**config.mk**
```make
export PLATFORM = sky130hd
export DESIGN_NAME = fp_addsub_pipe
export DESIGN_NICKNAME = d
export VERILOG_FILES = /design/src/rtl/fp_addsub_pipe.sv
export SDC_FILE = /design/constraint.sdc
export NUM_CORES = 1
export LEC_CHECK = 0
export ABC_AREA = 1
export BUFFER_PORTS_ARGS = -buffer_cell sky130_fd_sc_hd__buf_2
export CAP_MARGIN = 20
export CORE_ASPECT_RATIO = 1.75
export CORE_MARGIN = 10
export CORE_UTILIZATION = 25
export DETAILED_ROUTE_END_ITERATION = 7
export HOLD_SLACK_MARGIN = 0.12
export MAX_ROUTING_LAYER = met4
export PLACE_DENSITY = 0.43
export SLEW_MARGIN = 5
export SYNTH_ARGS = -nofsm -noshare
export SYNTH_HDL_FRONTEND = slang
export SYNTH_SLANG_ARGS = --single-unit
```
**constraint.sdc**
```tcl
create_clock -name clk -period 16.47 [get_ports clk]
set_input_delay 0 -clock clk [delete_from_list [all_inputs] [get_ports clk]]
set_output_delay 0 -clock clk [all_outputs]
set_load 0.01 [all_outputs]
```
**src/rtl/fp_addsub_pipe.sv**
```systemverilog
// Three-stage FP adder/subtractor: S1 unpack/swap/align, S2 add/sub, S3 normalise/round/pack.
// Latency 3 clk; stages stall together whenever a valid result is not taken (in_ready = en).
module fp_addsub_pipe #(
    parameter int EXP_W = 8,
    parameter int MAN_W = 23
) (
    input  logic                   clk,
    input  logic                   rst,
    input  logic                   in_valid,
    output logic                   in_ready,
    input  logic [EXP_W+MAN_W:0]   in0,
    input  logic [EXP_W+MAN_W:0]   in1,
    input  logic                   op,
    output logic                   out_valid,
    input  logic                   out_ready,
    output logic [EXP_W+MAN_W:0]   out,
    output logic [2:0]             flags
);
    localparam int W    = 1 + EXP_W + MAN_W;
    localparam int BIAS = (1 << (EXP_W - 1)) - 1;
    localparam int AW   = MAN_W + 4;
    localparam int SUMW = MAN_W + 5;
    localparam int LZ_W = $clog2(AW + 1);
    localparam int XW   = EXP_W + 8;
    localparam logic [XW-1:0] EXP_TOP = XW'(2 * BIAS + 1);

    function automatic logic [LZ_W-1:0] lzc_f(input logic [AW-1:0] v);
        logic [LZ_W-1:0] n;
        logic            found;
        n     = '0;
        found = 1'b0;
        for (int i = AW - 1; i >= 0; i--) begin
            if (!found) begin
                if (v[i]) found = 1'b1;
                else      n = n + LZ_W'(1);
            end
        end
        return n;
    endfunction

    logic en;
    logic out_vld_q;
    logic [W-1:0] out_q;
    logic [2:0]   flags_q;

    assign en        = !out_vld_q || out_ready;
    assign in_ready  = en;
    assign out_valid = out_vld_q;
    assign out       = out_q;
    assign flags     = flags_q;

    // ---------------- S1: unpack, compare, swap, align
    logic             sa, sb, a_zero, b_zero, a_max, b_max, a_big;
    logic [EXP_W-1:0] ea, eb, e_small, dsh;
    logic [MAN_W-1:0] ma, mb;
    logic [MAN_W:0]   sig_a, sig_b, sig_big, sig_small;
    logic [MAN_W+2:0] ext_small, sh_small;
    logic             s1_sign_d, s1_sub_d, s1_zsign_d, s1_nan_d, s1_inf_d, s1_inf_sign_d;
    logic [EXP_W-1:0] s1_exp_d;
    logic [AW-1:0]    s1_big_d, s1_small_d;

    always_comb begin
        sa     = in0[W-1];
        ea     = in0[W-2 -: EXP_W];
        ma     = in0[MAN_W-1:0];
        sb     = in1[W-1] ^ op;
        eb     = in1[W-2 -: EXP_W];
        mb     = in1[MAN_W-1:0];
        a_zero = (ea == '0);
        b_zero = (eb == '0);
        a_max  = &ea;
        b_max  = &eb;
        sig_a  = a_zero ? '0 : {1'b1, ma};
        sig_b  = b_zero ? '0 : {1'b1, mb};
        // Flushed operands compare as magnitude 0 so a denormal never wins the swap.
        a_big  = (a_zero ? '0 : {ea, ma}) >= (b_zero ? '0 : {eb, mb});

        s1_sign_d = a_big ? sa : sb;
        s1_exp_d  = a_big ? ea : eb;
        e_small   = a_big ? eb : ea;
        sig_big   = a_big ? sig_a : sig_b;
        sig_small = a_big ? sig_b : sig_a;
        dsh       = s1_exp_d - e_small;
        ext_small = {sig_small, 2'b00};
        sh_small  = ext_small >> dsh;
        s1_small_d = {sh_small, (sh_small << dsh) != ext_small};
        s1_big_d   = {sig_big, 3'b000};
        s1_sub_d   = sa ^ sb;
        s1_zsign_d = sa & sb;

        s1_nan_d = (a_max && ma != '0) || (b_max && mb != '0) ||
                   (a_max && b_max && (sa != sb));
        s1_inf_d      = a_max || b_max;
        s1_inf_sign_d = a_max ? sa : sb;
    end

    logic             s1_vld_q, s1_sign_q, s1_sub_q, s1_zsign_q, s1_nan_q, s1_inf_q, s1_inf_sign_q;
    logic [EXP_W-1:0] s1_exp_q;
    logic [AW-1:0]    s1_big_q, s1_small_q;

    // ---------------- S2: signed mantissa add/sub (big >= small, so never negative)
    logic [SUMW-1:0] s2_sum_d;
    assign s2_sum_d = s1_sub_q ? ({1'b0, s1_big_q} - {1'b0, s1_small_q})
                               : ({1'b0, s1_big_q} + {1'b0, s1_small_q});

    logic             s2_vld_q, s2_sign_q, s2_zsign_q, s2_nan_q, s2_inf_q, s2_inf_sign_q;
    logic [EXP_W-1:0] s2_exp_q;
    logic [SUMW-1:0]  s2_sum_q;

    // ---------------- S3: normalise, round to nearest even, pack, flags
    logic             carry, rnd;
    logic [LZ_W-1:0]  lz;
    logic [AW-1:0]    norm;
    logic [XW-1:0]    exp_n, exp_r;
    logic [MAN_W+1:0] mant;
    logic [MAN_W-1:0] man_r;
    logic [W-1:0]     res_d;
    logic [2:0]       flags_d;

    always_comb begin
        carry = s2_sum_q[SUMW-1];
        lz    = lzc_f(s2_sum_q[AW-1:0]);
        if (carry) begin
            norm  = {s2_sum_q[SUMW-1:2], |s2_sum_q[1:0]};
            exp_n = XW'(s2_exp_q) + XW'(1);
        end else begin
            norm  = s2_sum_q[AW-1:0] << lz;
            exp_n = XW'(s2_exp_q) - XW'(lz);
        end
        rnd   = norm[2] & (norm[1] | norm[0] | norm[3]);
        mant  = {1'b0, norm[AW-1:3]} + (MAN_W+2)'(rnd);
        exp_r = exp_n + XW'(mant[MAN_W+1]);
        man_r = mant[MAN_W+1] ? mant[MAN_W:1] : mant[MAN_W-1:0];

        res_d   = {s2_sign_q, exp_r[EXP_W-1:0], man_r};
        flags_d = 3'b000;
        if (s2_nan_q) begin
            res_d   = {1'b0, {EXP_W{1'b1}}, 1'b1, {(MAN_W-1){1'b0}}};
            flags_d = 3'b100;
        end else if (s2_inf_q) begin
            res_d = {s2_inf_sign_q, {EXP_W{1'b1}}, {MAN_W{1'b0}}};
        end else if (s2_sum_q == '0) begin
            res_d = {s2_zsign_q, {(W-1){1'b0}}};
        end else if (!exp_r[XW-1] && exp_r >= EXP_TOP) begin
            res_d   = {s2_sign_q, {EXP_W{1'b1}}, {MAN_W{1'b0}}};
            flags_d = 3'b010;
        end else if (exp_r[XW-1] || exp_r == '0) begin
            res_d   = {s2_sign_q, {(W-1){1'b0}}};
            flags_d = 3'b001;
        end
    end

    always_ff @(posedge clk or posedge rst) begin
        if (rst) begin
            s1_vld_q      <= 1'b0;
            s1_sign_q     <= 1'b0;
            s1_sub_q      <= 1'b0;
            s1_zsign_q    <= 1'b0;
            s1_nan_q      <= 1'b0;
            s1_inf_q      <= 1'b0;
            s1_inf_sign_q <= 1'b0;
            s1_exp_q      <= '0;
            s1_big_q      <= '0;
            s1_small_q    <= '0;
            s2_vld_q      <= 1'b0;
            s2_sign_q     <= 1'b0;
            s2_zsign_q    <= 1'b0;
            s2_nan_q      <= 1'b0;
            s2_inf_q      <= 1'b0;
            s2_inf_sign_q <= 1'b0;
            s2_exp_q      <= '0;
            s2_sum_q      <= '0;
            out_vld_q     <= 1'b0;
            out_q         <= '0;
            flags_q       <= '0;
        end else if (en) begin
            s1_vld_q      <= in_valid;
            s1_sign_q     <= s1_sign_d;
            s1_sub_q      <= s1_sub_d;
            s1_zsign_q    <= s1_zsign_d;
            s1_nan_q      <= s1_nan_d;
            s1_inf_q      <= s1_inf_d;
            s1_inf_sign_q <= s1_inf_sign_d;
            s1_exp_q      <= s1_exp_d;
            s1_big_q      <= s1_big_d;
            s1_small_q    <= s1_small_d;
            s2_vld_q      <= s1_vld_q;
            s2_sign_q     <= s1_sign_q;
            s2_zsign_q    <= s1_zsign_q;
            s2_nan_q      <= s1_nan_q;
            s2_inf_q      <= s1_inf_q;
            s2_inf_sign_q <= s1_inf_sign_q;
            s2_exp_q      <= s1_exp_q;
            s2_sum_q      <= s2_sum_d;
            out_vld_q     <= s2_vld_q;
            out_q         <= res_d;
            flags_q       <= flags_d;
        end
    end
endmodule
```
==> results of run 1 <==
[timing repair]
action,in CTS,in global routing
hold endpoints to repair,128,0
gates resized for setup,0,3
setup endpoints to repair,0,14
hold buffers,69,0
[cells in the final DEF, fill, tap and decap left out, drive strengths merged, types with 8 or more instances in the layout]
| master | count |
|---|---|
| a31oi | 12 |
| xnor2 | 23 |
| ha | 114 |
| nand3 | 452 |
| buf | 129 |
| inv | 353 |
| xor2 | 48 |
| a21oi | 156 |
| dlygate4sd3 | 69 |
| o211ai | 19 |
| nand3b | 9 |
| nand2 | 830 |
| clkbuf | 20 |
| nor3 | 24 |
| nand4 | 70 |
| clkinv | 9 |
| nor2 | 245 |
| nor4 | 18 |
| o21ai | 238 |
| o22ai | 17 |
| or2 | 8 |
| dfrtp | 144 |
[per-layer routing]
layer / part of all wire / up-vias / routed length (microns)
met5: 0 / - / 0
met4: 0.080 / 0 / 6238
met3: 0.025 / 202 / 1908
met2: 0.56 / 450 / 43890
met1: 0.33 / 9237 / 25810
li1: - / 9955 / -
[state kept, by name (all words and copies together) (netlist names), 3 cells and up]
signal / flops
flags: 3
out: 32
s1_big_q: 24
s1_exp_q: 8
s1_small_q: 27
s2_exp_q: 8
s2_sum_q: 28
[cells in the mapped netlist, types with 17 or more instances]
master	count
nand2_1	793
nand3_1	446
inv_1	317
o21ai_0	212
nor2_1	210
a21oi_1	153
dfrtp_1	144
ha_1	114
clkbuf_1	72
nand4_1	67
xor2_1	48
nand2_2	31
buf_1	26
inv_2	26
o21ai_1	25
xnor2_1	23
nor3_1	22
o211ai_1	19
nor4_1	18
o22ai_1	17
[through the flow]
step	hold slack (ns)	instances	instance area, sq um
final	0.1513	3968	20430
after global routing	0.1616	3968	20430
after CTS	0.1252	3965	20400
after detailed placement	0.2273	3864	19100
after global placement	0.2292	3864	19100
after floorplan	0.1210	2950	17880
[worst min-delay path by stage]
| stage | start | endpoint | cells past startpoint |
|---|---|---|---|
| after detailed placement | in_valid | s1_vld_q | 3 |
| after floorplan | in_valid | s1_vld_q | 2 |
| after CTS | in0[17] | s1_big_q[20] | 5 |
| after global routing | in0[17] | s1_big_q[20] | 5 |
| final | in0[17] | s1_big_q[20] | 5 |
| after global placement | in_valid | s1_vld_q | 3 |
[logic make-up (layout without fill, tap and decap cells)]
| group | count (synthesis) | after routing | share of synthesized area |
|---|---|---|---|
| buffers and inverters | 484 | 585 | 0.1126 |
| AND/OR/NAND/NOR | 1661 | 1661 | 0.4251 |
| adder cells (fa/ha/maj) | 116 | 116 | 0.08202 |
| AO/OA/AOI/OAI | 473 | 473 | 0.1434 |
| XOR/XNOR | 71 | 71 | 0.03478 |
| multiplexers | 1 | 1 | 0.0005599 |
| flip-flops | 144 | 144 | 0.2015 |
[power by group through the flow]
stage / registers [mW] / clock network [mW] / logic (mW)
after floorplan: 0.609 / 0 / 1.86
after global placement: 0.660 / 0 / 2.61
after detailed placement: 0.660 / 0 / 2.60
after CTS: 0.654 / 0.433 / 2.64
after global routing: 0.670 / 0.445 / 2.96
final: 0.651 / 0.421 / 2.63
[worst max-delay path: cells and delay by family, from the launching register on]
| family | cells | cell delay, ns |
|---|---|---|
| compound gates | 16 | 2.56 |
| xor+xnor | 3 | 0.40 |
| fa+ha+maj | 15 | 4.09 |
| buf+inv | 16 | 1.55 |
| flops | 1 | 0.38 |
| simple gates | 47 | 5.58 |
[cell type report]
class	count	share of cell area
Multi-Input combinational cell	2322	0.6021
Timing Repair Buffer	200	0.06894
Clock inverter	14	0.008327
Tap cell	917	0.05615
Sequential cell	144	0.1763
Inverter	353	0.06662
Clock buffer	18	0.02149
==> metrics, run 1 <==
critical path data arrival time 15.08 ns; worst-margin pin slew approximately 1.2 ns; critical path launch point type register; P_int between 1.5 and 2 mW; total track usage 0.1889; Final Slew Violations 0; met3 Resource Use GR 0.01980; CTS tree yes; row count roughly 130; largest cells by area after synthesis dfrtp_1 (20%), nand2_1 (17%), nand3_1 (12%); 1st-pass router iterations 8; Post-DP HPWL about 64000 microns; initial antenna violation count 2; largest net degree at the start of global routing 91; sw power about 2.2 mW; latest clock arrival within the worst-skew pair between 0.4 and 0.5 ns; first-pass GRT wire length 118600 microns; final net count 3223; Area growth, synth to finish 14.29%; final core occ 0.2884; Final Hold Fails 0; worst-case clock skew between 0.02 and 0.03 ns; Worst EP required roughly 17 ns; WL/cell roughly 20 microns; RSZ-0062 raised after global routing no; Worst slew margin 0.2245; FFs w/ async S/R, synth 1.000; GP Congestion 0.9539; top cell type's share of synthesized area 0.2015; vias roughly 20000; number of global-route vias before repair about 20000; multi-input logic area roughly 12000 sq um; Yosys cell types 63; GR Layer Usage met1 0.1611; Mapped Area approximately 18000 sq um; TritonCTS sink count roughly 140; worst r2r path cells between 90 and 100; die width 222.2 microns; Synth Register Bits approximately 140; Tmin final 14.74 ns; post-route ant nets 0; Die H 373.8 microns; Final Setup Violations 0; global route total overflow 0; Worst setup EP type register; number of enable flip-flop cells after synthesis 0; CP max stage delay 0.38 ns; reg2reg start s2_sum_q[25]; ANT cells 0; CTS root buf clkbuf_16; setup TNS 0 ns; FF/Latch Area 3603 sq um; Clock Power Share 0.114; worst flop-to-flop path endpoint out[13]; layout filler cell count between 8000 and 9000; Fmax around 0.068 GHz; Clock Tree Buf Depth 2; H-tree Lvls 4; sw frac 0.5834; DRC 0; CP dominant cell by count nand2_1; syn_area_per_cell between 6 and 7 sq um; overall power between 3 and 4 mW; Leakage roughly 10 nW; starting density of the core 0.2523; peak supply drop between 80 and 90 uV; number of buffers added on ports between 100 and 150; area of the core just over 70000 sq um; Sequential Power Share 0.176; Synth Warn # 0; end of the critical path out[13]; ratio of cells with drive above 1 in the final layout 0.09735; final worst-path setup slack 1.728 ns; sequential fraction of the synthesis area 0.2015; Setup Buffers After CTS 0; Post-Syn Nets between 3000 and 4000; met2 global-route usage 0.3694; CTS buffer count 17; most used routing layer met2; Post-Route WL 77850 microns; CP Max Fanout 31; Cells after Synth between 2000 and 3000; pre-CTS WS between 1 and 1.5 ns; DIE AREA approximately 83000 sq um; Ports about 110; Tcrit/Tclk final 0.8951; critical path class register to register; Reg clk slew, reported paths 0.07 ns; run status finished, final reports clean; max-cap violations 0; power density over the cells 181.3 nW/um^2; Hold Path Class primary input to register; Comb pwr share 0.710; top_reg_cell synth dfrtp_1; Vias per Instance 5.001; reg-to-reg setup timing slack 1.73 ns; CP max-delay cell dfrtp_1; Critical Path Source s2_sum_q[25]; leading area contributor after synthesis dfrtp_1; Iter 0 DRT Violations about 1200
Note: power is estimated with default switching activity, not from simulation.
==> inputs of run 2 (changes only) <==
--- a/config.mk
+++ b/config.mk
@@ -14,7 +14,7 @@
 export DETAILED_ROUTE_END_ITERATION = 7
 export HOLD_SLACK_MARGIN = 0.12
 export MAX_ROUTING_LAYER = met4
-export PLACE_DENSITY = 0.43
+export PLACE_DENSITY = 0.47
 export SLEW_MARGIN = 5
 export SYNTH_ARGS = -nofsm -noshare
 export SYNTH_HDL_FRONTEND = slang
==> constraint.sdc (replaced) <==
create_clock -name clk -period 16.47 [get_ports clk]
set_input_delay 4.1175 -clock clk [delete_from_list [all_inputs] [get_ports clk]]
set_output_delay 4.1175 -clock clk [all_outputs]
set_load 0.01 [all_outputs]
==> metrics, run 2 (same netlist as run 1, synthesis figures left out) <==
CTS Hold Bufs 0; Area growth, synth to finish 10.58%; peak supply drop between 70 and 80 uV; Worst slew margin 0.2589; commonest cells after routing, fill and taps aside nand2_1 (793), nand3_1 (445), inv_1 (315); layout filler cell count 8045; setup TNS 0 ns; WHS Path Cells 2; Clock Tree Buf Depth 2; WL/cell 18.81 microns; Setup Buffers After CTS 0; CP dominant cell by count nand2_1; most common cell after layout, fill and taps aside nand2_1; CP max stage delay between 0.3 and 0.4 ns; worst r2r path cells just under 100; Final Hold Fails 0; TritonCTS sink count roughly 140; RSZ-0062 raised after global routing no; number of buffers added on ports 105; global route total overflow 0; GP Congestion ~0.94; end of the worst hold path out[31]; vias around 19000; CTS tree yes; # resized after CTS 0; ratio of cells with drive above 1 in the final layout 0.09836; total track usage 0.1771; worst flop-to-flop path endpoint out[13]; critical path launch point type register; run status finished, final reports clean; Post-DP HPWL 59920 microns; worst-margin pin slew ~1.1 ns; number of global-route vias before repair slightly below 20000; initial antenna violation count 4; Tmin final 14.71 ns; starting density of the core 0.2523; H-tree Lvls 4; reg2reg start s2_sum_q[25]; Worst EP required between 15 and 20 ns; die width between 200 and 250 microns; critical path data arrival time about 15 ns; Ports about 110; CP max-delay cell dfrtp_1; Vias per Instance between 4 and 5; Fmax 0.06796 GHz; Iter 0 DRT Violations around 1300; Tcrit/Tclk final 0.8934; critical path class register to register; largest net degree at the start of global routing 96; max reg flops 32; Leakage between 9 and 10 nW; CTS root buf clkbuf_16; ANT cells 0; Worst setup EP type register; Post-Route WL roughly 73000 microns; reg-to-reg setup timing slack roughly 1.8 ns; CP Max Fanout 31; first-pass GRT wire length roughly 110000 microns; DRC 0; 1st-pass router iterations 6; Final Slew Violations 0; Final Setup Violations 0; area of the core between 70000 and 80000 sq um; worst-case clock skew around 0.021 ns; DIE AREA 83040 sq um; Hold Path Class register to register; CTS buffer count 17; final net count about 3200; Reg clk slew, reported paths approximately 0.07 ns; Die H roughly 370 microns; row count 129; power density over the cells approximately 180 nW/um^2; overall power ~3.7 mW; post-route ant nets 0; max-cap violations 0; latest clock arrival within the worst-skew pair 0.48 ns; Worst Hold Launch out[31]
## run 2: layout make-up
class,instances,area [sq um],share of cell area
Multi-Input combinational cell,2322,12300,0.6223
Sequential cell,144,3603,0.1823
Inverter,353,1358,0.06866
Tap cell,917,1147,0.05803
Timing Repair Buffer,130,713.2,0.03607
Clock buffer,18,439.2,0.02221
Clock inverter,12,206.4,0.01044
## run 2: worst max path at each step
stage,from,to,slack (ns),depth (start not counted)
2_1_floorplan,s2_sum_q[25],out[3],3.50,99
5_1_grt,s2_sum_q[25],out[19],0.12,97
6_report,s2_sum_q[25],out[13],1.76,97
3_3_place_gp,s2_sum_q[25],out[13],1.64,97
4_1_cts,s2_sum_q[25],out[13],1.51,97
3_5_place_dp,s2_sum_q[25],out[13],1.56,97
## run 2: power by group
part           switching [mW]  internal [mW]  leakage, nW
clock network           0.177          0.272        0.313
logic                    1.75          0.796         7.77
registers               0.177          0.486         1.76
## run 2: per-layer routing
layer  up-vias  part of all wire  wire, microns  global-route usage
met5         -                 0              0                   -
met4         0             0.071           5204              0.1214
met3       192             0.023           1702             0.01558
met2       456              0.56          41020              0.3431
met1      8926              0.35          25360              0.1585
li1       9791                 -              -                   -
## run 2: critical path: cells and delay by family, from the launching register on
family	cells	cell delay [ns]
AOI/OAI and AO/OA	16	2.60
xor gates and xnor gates	3	0.40
adders and majority gates	15	4.07
buffers and inverters	16	1.55
DFF	1	0.38
and+or+nand+nor	47	5.55
## run 2: stage by stage
step / worst slack, ns / cell area, sq um / hold slack [ns] / instances / util
floorplan: 3.502 / 17880 / 0.4400 / 2950 / -
CTS: 1.506 / 19770 / 0.4793 / 3896 / 0.2789
finish: 1.755 / 19770 / 0.4772 / 3896 / 0.2790
detailed placement: 1.557 / 19120 / 0.4602 / 3866 / 0.2698
global route: 0.1216 / 19770 / 0.5060 / 3896 / 0.2790
global placement: 1.642 / 19110 / 0.4454 / 3865 / 0.2697
